## src/rtl/pulse_event_coalescer.sv

```systemverilog
// ============================================================================
// pulse_event_coalescer : counts event pulses and raises a level interrupt at
// a programmable threshold; PULSE_EVENT_COALESCER_TIMEOUT_EN adds a timeout.
// Revision: 1.0
// ============================================================================
`default_nettype none

module pulse_event_coalescer #(
  parameter int CNT_W = 16,
  parameter int TMO_W = 16
) (
  input  logic             clk_i,
  input  logic             rst_i,
  input  logic             enable_i,
  input  logic             pulse_i,
  input  logic [CNT_W-1:0] threshold_i,
  input  logic [TMO_W-1:0] timeout_i,
  input  logic             ack_i,
  output logic             irq_o,
  output logic [CNT_W-1:0] count_o,
  output logic             overflow_o
);

  localparam logic [1:0] ST_IDLE  = 2'd0;
  localparam logic [1:0] ST_ACCUM = 2'd1;
  localparam logic [1:0] ST_IRQ   = 2'd2;

  localparam logic [CNT_W-1:0] CNT_MAX = '1;
  localparam logic [CNT_W-1:0] CNT_ONE = CNT_W'(1);

  logic [1:0]       state;
  logic [1:0]       state_nxt;
  logic [CNT_W-1:0] count_nxt;
  logic [CNT_W-1:0] count_inc;
  logic [CNT_W-1:0] thr;
  logic             irq_nxt;
  logic             ovf_nxt;
  logic             ovf_inc;
  logic             take;
  logic             sat;
  logic             tmo_fire;

`ifdef PULSE_EVENT_COALESCER_TIMEOUT_EN
  localparam logic [TMO_W-1:0] TMR_MAX = '1;

  logic [TMO_W-1:0] timer;
  logic [TMO_W:0]   timer_p1;

  assign timer_p1 = {1'b0, timer} + {{TMO_W{1'b0}}, 1'b1};
  assign tmo_fire = enable_i && (timeout_i != '0) && (timer_p1 >= {1'b0, timeout_i});

  // Timer only lives while the batch stays in ACCUM; any other transition clears it.
  always_ff @(posedge clk_i or posedge rst_i) begin
    if (rst_i) begin
      timer <= '0;
    end else if (state != ST_ACCUM || state_nxt != ST_ACCUM) begin
      timer <= '0;
    end else if (enable_i && (timeout_i != '0) && (timer != TMR_MAX)) begin
      timer <= timer + TMO_W'(1);
    end
  end
`else
  logic unused_timeout;

  assign unused_timeout = ^timeout_i;
  assign tmo_fire       = 1'b0;
`endif

  always_comb begin
    take      = pulse_i & enable_i;
    thr       = (threshold_i == '0) ? CNT_ONE : threshold_i;
    sat       = (count_o == CNT_MAX);
    count_inc = (take && !sat) ? count_o + CNT_ONE : count_o;
    ovf_inc   = overflow_o | (take & sat);

    state_nxt = state;
    count_nxt = count_o;
    irq_nxt   = irq_o;
    ovf_nxt   = overflow_o;

    case (state)
      ST_IDLE: begin
        if (take) begin
          count_nxt = CNT_ONE;
          if (thr == CNT_ONE) begin
            state_nxt = ST_IRQ;
            irq_nxt   = 1'b1;
          end else begin
            state_nxt = ST_ACCUM;
          end
        end
      end
      ST_ACCUM: begin
        count_nxt = count_inc;
        ovf_nxt   = ovf_inc;
        // Compared without a pulse too, so a lowered threshold fires at once.
        if ((count_inc >= thr) || tmo_fire) begin
          state_nxt = ST_IRQ;
          irq_nxt   = 1'b1;
        end
      end
      ST_IRQ: begin
        if (ack_i) begin
          ovf_nxt = 1'b0;
          if (take) begin
            count_nxt = CNT_ONE;
            if (thr == CNT_ONE) begin
              state_nxt = ST_IRQ;
              irq_nxt   = 1'b1;
            end else begin
              state_nxt = ST_ACCUM;
              irq_nxt   = 1'b0;
            end
          end else begin
            count_nxt = '0;
            state_nxt = ST_IDLE;
            irq_nxt   = 1'b0;
          end
        end else begin
          count_nxt = count_inc;
          ovf_nxt   = ovf_inc;
        end
      end
      default: begin
        state_nxt = ST_IDLE;
        count_nxt = '0;
        irq_nxt   = 1'b0;
        ovf_nxt   = 1'b0;
      end
    endcase
  end

  always_ff @(posedge clk_i or posedge rst_i) begin
    if (rst_i) begin
      state      <= ST_IDLE;
      count_o    <= '0;
      irq_o      <= 1'b0;
      overflow_o <= 1'b0;
    end else begin
      state      <= state_nxt;
      count_o    <= count_nxt;
      irq_o      <= irq_nxt;
      overflow_o <= ovf_nxt;
    end
  end

endmodule

`default_nettype wire

```

## config.mk

```make
export PLATFORM = sky130hd
export DESIGN_NAME = pulse_event_coalescer
export DESIGN_NICKNAME = d
export VERILOG_FILES = /design/src/rtl/pulse_event_coalescer.sv
export SDC_FILE = /design/constraint.sdc
export NUM_CORES = 1
export LEC_CHECK = 0
export ABC_AREA = 1
export CORE_MARGIN = 2
export CORE_UTILIZATION = 25
export DETAILED_ROUTE_END_ITERATION = 16
export GPL_TIMING_DRIVEN = 0
export PLACE_DENSITY_LB_ADDON = 0.05
export SYNTH_ARGS = -nofsm -noshare
export SYNTH_HDL_FRONTEND = slang
export SYNTH_SLANG_ARGS = --single-unit
```

## constraint.sdc

```tcl
create_clock -name clk_i -period 3.2 [get_ports clk_i]
set_input_delay 0.96 -clock clk_i [delete_from_list [all_inputs] [get_ports clk_i]]
set_output_delay 0.96 -clock clk_i [all_outputs]
set_load 0.005 [all_outputs]
```

### Word-level counts from Yosys, hierarchy flattened

Cells that the tools add are included.

| cells by class | value |
|---|---|
| add/subtract/negate cells | 1 |
| $lt $le $gt $ge | 1 |
| eq/ne operators | 8 |
| multiplexer cells | 21 |
| bitwise operators | 3 |
| reductions and logical operators | 6 |

Operators with widths:

| kind | count |
|---|---|
| 16-bit 2-to-1 mux | 4 |
| 16-bit case mux with 3 select lines | 1 |
| 16-bit by 1-bit adder with 16-bit output, second input constant | 1 |
| 16-bit by 1-bit equality test with 1-bit output, second input constant | 1 |
| 16-bit equality test, second input constant | 1 |
| 16-bit >= comparator | 1 |
| 16-bit logical NOT | 1 |
| 2-bit 2-to-1 mux | 5 |
| 1-bit 2-to-1 mux | 8 |
| 2-bit != test, second input constant | 4 |
| 1-bit case mux with 3 select lines | 2 |
| 2-bit case mux with 3 select lines | 1 |
| 4-bit AND reduction | 1 |
| 3-bit AND reduction | 1 |
| 1-bit bitwise AND | 2 |
| 2-bit by 1-bit equality test with 1-bit output, second input constant | 1 |
| 2-bit equality test, second input constant | 1 |
| 2-bit logical NOT | 1 |
| 1-bit logical AND | 1 |
| 1-bit logical NOT | 1 |
| 1-bit bitwise OR | 1 |

| storage, ports and cells | value |
|---|---|
| bits in registers | 20 |
| bits of input ports | 37 |
| output and inout bits | 18 |
| logic and storage cells | 44 |

### Longest topological paths before layout

Gate-level depths: netlist (run 1).

| depth | value |
|---|---|
| word-level depth | 7 |
| mapped depth | 23 |
| mapped depth without buffers | 22 |

### Worst setup path before layout (run 1)

OpenSTA, ideal clock, no wires.

| timing path | value |
|---|---|
| kind | input to register |
| start point | input port pulse_i |
| end point | register irq_o |
| setup time | 0.065 ns |
| arrival | 2.670 ns |
| data required time | 3.135 ns |
| slack | 0.465 ns |
| cell stages on the path | 18 |
| buffers on the path | 1 |
| cells stage by stage | nand2_1 > inv_1 > o21ai_4 > inv_4 > buf_6 > o21ai_1 > inv_1 > ha_1 > nand2_1 > inv_1 > nand3_1 > nor3_1 > nand2_1 > nand4_1 > nand2_1 > nor2_1 > nand2_1 > nand2_1 |

| on the way | value |
|---|---|
| longest elaborated chain between the ends | 6 |
| elaborated cells on any way between the ends | 10 |
| classes of those cells | 1 x order compare; 2 x eq/ne; 4 x mux; 1 x bitwise; 2 x reduce/logical |

Ends and longest elaborated chain:

| element | line | source |
|---|---|---|
| from (decl) | 15 | `input logic pulse_i,` |
| 1-bit bitwise AND * | 70 | `take = pulse_i & enable_i;` |
| 1-bit logical AND | 73 | `count_inc = (take && !sat) ? count_o + CNT_ONE : count_o;` |
| 16-bit 2-to-1 mux | 73 |  |
| 16-bit >= comparator | 97 | `if ((count_inc >= thr) \|\| tmo_fire) begin` |
| 2-bit != test (no line) | n/a |  |
| 4-bit AND reduction (no line) | n/a |  |
| to (signal assigned) | 142 | `irq_o <= irq_nxt;` |
| to (decl) | 19 | `output logic irq_o,` |

Every way passes the cells marked *; elsewhere a longest branch is shown, timed or not. The select of a mux whose other input is x is not followed.
A chain may end at the register's enable or synchronous reset.

### Final worst setup path (run 1)

| timing path | value |
|---|---|
| start point | register count_o[0] |
| end point | register irq_o |

| on the way | value |
|---|---|
| longest elaborated chain between the ends | 7 |
| elaborated cells on any way between the ends | 8 |
| classes of those cells | 1 x add/sub; 1 x order compare; 2 x eq/ne; 1 x mux; 3 x reduce/logical |

Ends and longest elaborated chain:

| element | line | source |
|---|---|---|
| from (decl) | 20 | `output logic [CNT_W-1:0] count_o,` |
| from (signal assigned) | 141 | `count_o <= count_nxt;` |
| parallel branches: the longest is 3 deep, another holds 16-bit by 1-bit adder with 16-bit output | n/a |  |
| 16-bit 2-to-1 mux * | 73 |  |
| 16-bit >= comparator * | 97 |  |
| 2-bit != test (no line) * | n/a |  |
| 4-bit AND reduction (no line) * | n/a |  |

Mark *: on every way between the ends.

==> impl_metrics.tcl, run 1 <==
set metrics [dict create \
    reg2reg_depth 20 \
    worst_ep_required_time_ns 3.37 \
    finalPower_w 0.00142 \
    hold_viol 0 \
    final_nets 425 \
    synth-compound-area-share 0.124 \
    grt_pass1_vias 1930 \
    synth_top_family_by_area "simple AND/OR/NAND/NOR gates" \
    die_h_um 93.0 \
    seq_area_frac_synth 0.253 \
    critPathLaunchType "register" \
    synth_mux_area_frac 0 \
    cts_hold_buf 0 \
    internal_power_w 0.000775 \
    syn-cell-area_sq_mm 0.00198 \
    dr.pass1.iters 5 \
    wl_met1_mm 3.11 \
    slew_headroom 0.435 \
    met3WireLength_um 186 \
    drv_cap 0 \
    hpwl_mm 4.89 \
    p_seq_frac 0.298 \
    netlist_top_cells_area "dfrtp_1 25%, nand2_1 16%, ha_1 13%" \
    n_fill_cell 850 \
    clockPowerShare 0.146 \
    synthDistinctLibCells 24 \
    grt_max_degree 21 \
    dr_wl_met2_mm 2.78 \
    async_flop_share 1.00 \
    cts_made_buffers 3 \
    drt_iter0_drc 68 \
    crit_path_end_kind "register" \
    synthXorXnorAreaFrac 0.0619 \
    path_clk_slew_ns 0.09 \
    clk_latency_ns 0.26 \
    gp_congestion 0.837 \
    layout-drive-gt1-share 0.156 \
    cts_buffer_depth 2 \
    status "finished, final reports clean" \
    seqCellArea_sq_um 503 \
    layout_min_cycle_time_ns 3.01 \
    core-area_sq_mm 0.00769 \
    portBuffers 38 \
    setup_viol 0 \
    peakVddDrop_mv 0.145 \
    drc 0 \
    vias 2067 \
    totalWireLength_mm 6.19 \
    synth-simple-area-share 0.302 \
    cp_max_fo 8 \
    yosys_warnings 0 \
    synthesis.nets 368 \
    swShare 0.454 \
    clock_skew_ns 0.00406 \
    final_cells 468 \
    routedWlPerCell_um 13.2 \
    combPwrFrac 0.557 \
    hold_path_depth 2 \
    top_layer_used "met4" \
    cts_sinks 20 \
    vias_per_cell 4.42 \
    p_sw_w 0.000643 \
    synthAdderAreaFrac 0.133 \
    crit_type "reg -> reg" \
    rows 32 \
    grt_first_pass_wirelength_mm 9.68 \
    dp.cells 450 \
    area_growth_pct 45.1 \
    diodes 0 \
    dieArea_sq_mm 0.00866 \
    synth_area_per_cell_sq_um 6.39 \
    arrival_ns 3.18 \
    synth_edf_count 0 \
    multiInputGateArea_sq_mm 0.00142 \
    antenna_found_initial 0 \
    ys.flop_type "dfrtp_1" \
    die_x_um 93.0 \
    max_freq_mhz 332 \
    p_leak_nw 1.40 \
    yosys_register_bits 20 \
    antenna_left 0 \
    cts_tree "built" \
    overflow 0 \
    p_per_area_mw_per_mm2 493 \
    h-tree-depth 1 \
    worst_pin_slew_ns 0.847 \
    root_buffer "clkbuf_8" \
    drv_slew 0 \
    yosys.area.top_type "dfrtp_1" \
    syn_inst 310 \
    initial_core_util 0.258 \
    holdCritPathClass "reg -> reg" \
    final.period_utilization 0.942 \
    synth_top_cell_area_share 0.253 \
    grtUsageTotal 0.144 \
    pin_count 55 \
]
[routing by layer]
metal	vias to the layer above	track usage
li1	1081	-
met1	938	0.199
met2	40	0.231
met3	8	0.0177
met4	0	0.0515
met5	-	0
[critical path: stages, from the launching register on]
cell and delay, ns:
dfrtp_2 0.44, ha_2 0.26, nand3_2 0.14, inv_1 0.10, nand2_2 0.07, o21ai_4 0.19
clkinv_4 0.14, buf_6 0.14, buf_4 0.13, nand2_1 0.06, o21ai_1 0.07, inv_1 0.11
ha_4 0.22, a21oi_2 0.12, nand2_1 0.09, a21oi_2 0.15, nand4_1 0.19, nand2_2 0.13
nor2_1 0.05, nand2_1 0.07, nand2_1 0.05
[cells in the mapped netlist, types with 2 or more instances]
library cell,count
a21oi_1,11
o22ai_1,4
nand3_1,15
nand4_1,5
o21ai_1,11
xor2_1,14
clkbuf_1,2
nor3_1,4
dfrtp_1,20
inv_1,60
nor2_1,37
nand2_1,82
nor2_2,2
o21ai_0,13
ha_1,21
[final timing paths]
kind | slack (ns) | start | end
worst max-delay path | 0.19 | count_o[0] | irq_o
min in group asynchronous | 1.16 | rst_i | count_o[1]
worst min register to register | 0.50 | irq_o | irq_o
worst max register to register | 0.19 | count_o[0] | irq_o
worst min-delay path | 0.50 | irq_o | irq_o
max in group asynchronous | 1.46 | rst_i | count_o[13]
[metrics by stage]
step                TNS (ns)   util  setup slack (ns)  hold slack (ns)  instance area (sq um)
global route         -0.0730  0.374           -0.0551            0.543                   2880
CTS                        0  0.334           0.00365            0.511                   2570
detailed placement     -1.53  0.324            -0.514            0.488                   2490
finish                     0  0.374             0.187            0.497                   2880
floorplan                  0      -             0.465            0.471                   1980
global placement       -1.57  0.324            -0.539            0.477                   2490
[cell type report]
class | count | area share
multi-input cells | 226 | 0.493
flip-flops and latches | 20 | 0.175
well taps | 102 | 0.0444
inverters | 61 | 0.0814
plain buffers | 3 | 0.00957
clock buffers | 4 | 0.0191
repair buffers | 52 | 0.178
[power by group through the flow]
stage | Sequential (W) | Combinational, W | Clock [W]
after global routing | 0.000437 | 0.000888 | 0.000227
final | 0.000422 | 0.000789 | 0.000206
after floorplan | 0.000396 | 0.000421 | 0
after global placement | 0.000417 | 0.000690 | 0
after detailed placement | 0.000417 | 0.000689 | 0
after CTS | 0.000416 | 0.000703 | 0.000216
[placed cells by master, fill, tap and decap left out, drive strengths merged]
cell,n
o21a,1
ha,21
nand2,83
o21ai,25
dfrtp,20
nand4,5
o22ai,4
a21oi,12
inv,60
clkbuf,7
nand3,15
a31oi,1
clkdlybuf4s50,36
nor2,39
dlymetal6s2s,2
nand3b,1
xor2,14
a21o,1
nor3,4
clkinv,1
buf,14
[sequential cells by signal, summed over array words and instances, names as in the netlist]
name / count
count_o: 16
irq_o: 1
overflow_o: 1
state: 2
[timing repair]
| action | CTS | global route |
|---|---|---|
| setup buffers | 0 | 13 |
| hold endpoints to repair | 0 | 0 |
| gates resized for setup | 7 | 37 |
| endpoints found under the setup margin | 3 | 3 |
| pin swaps | 0 | 13 |
| cloned | 0 | 1 |
[cell families (layout without fill, tap and decap cells)]
logic type,after synthesis,after routing
AO/OA/AOI/OAI,44,44
adder cells (fa/ha/maj),21,21
buffers and inverters,64,120
XOR/XNOR,14,14
AND/OR/NAND/NOR,147,147
flip-flops,20,20
Power figures use the tool's default switching activity.
==> run 2: changes to the inputs <==
--- a/config.mk
+++ b/config.mk
@@ -14,3 +14,4 @@
 export SYNTH_ARGS = -nofsm -noshare
 export SYNTH_HDL_FRONTEND = slang
 export SYNTH_SLANG_ARGS = --single-unit
+export TNS_END_PERCENT = 10
==> results of run 2 <==
Final layout, timing and power as in run 1 (identical DEF).
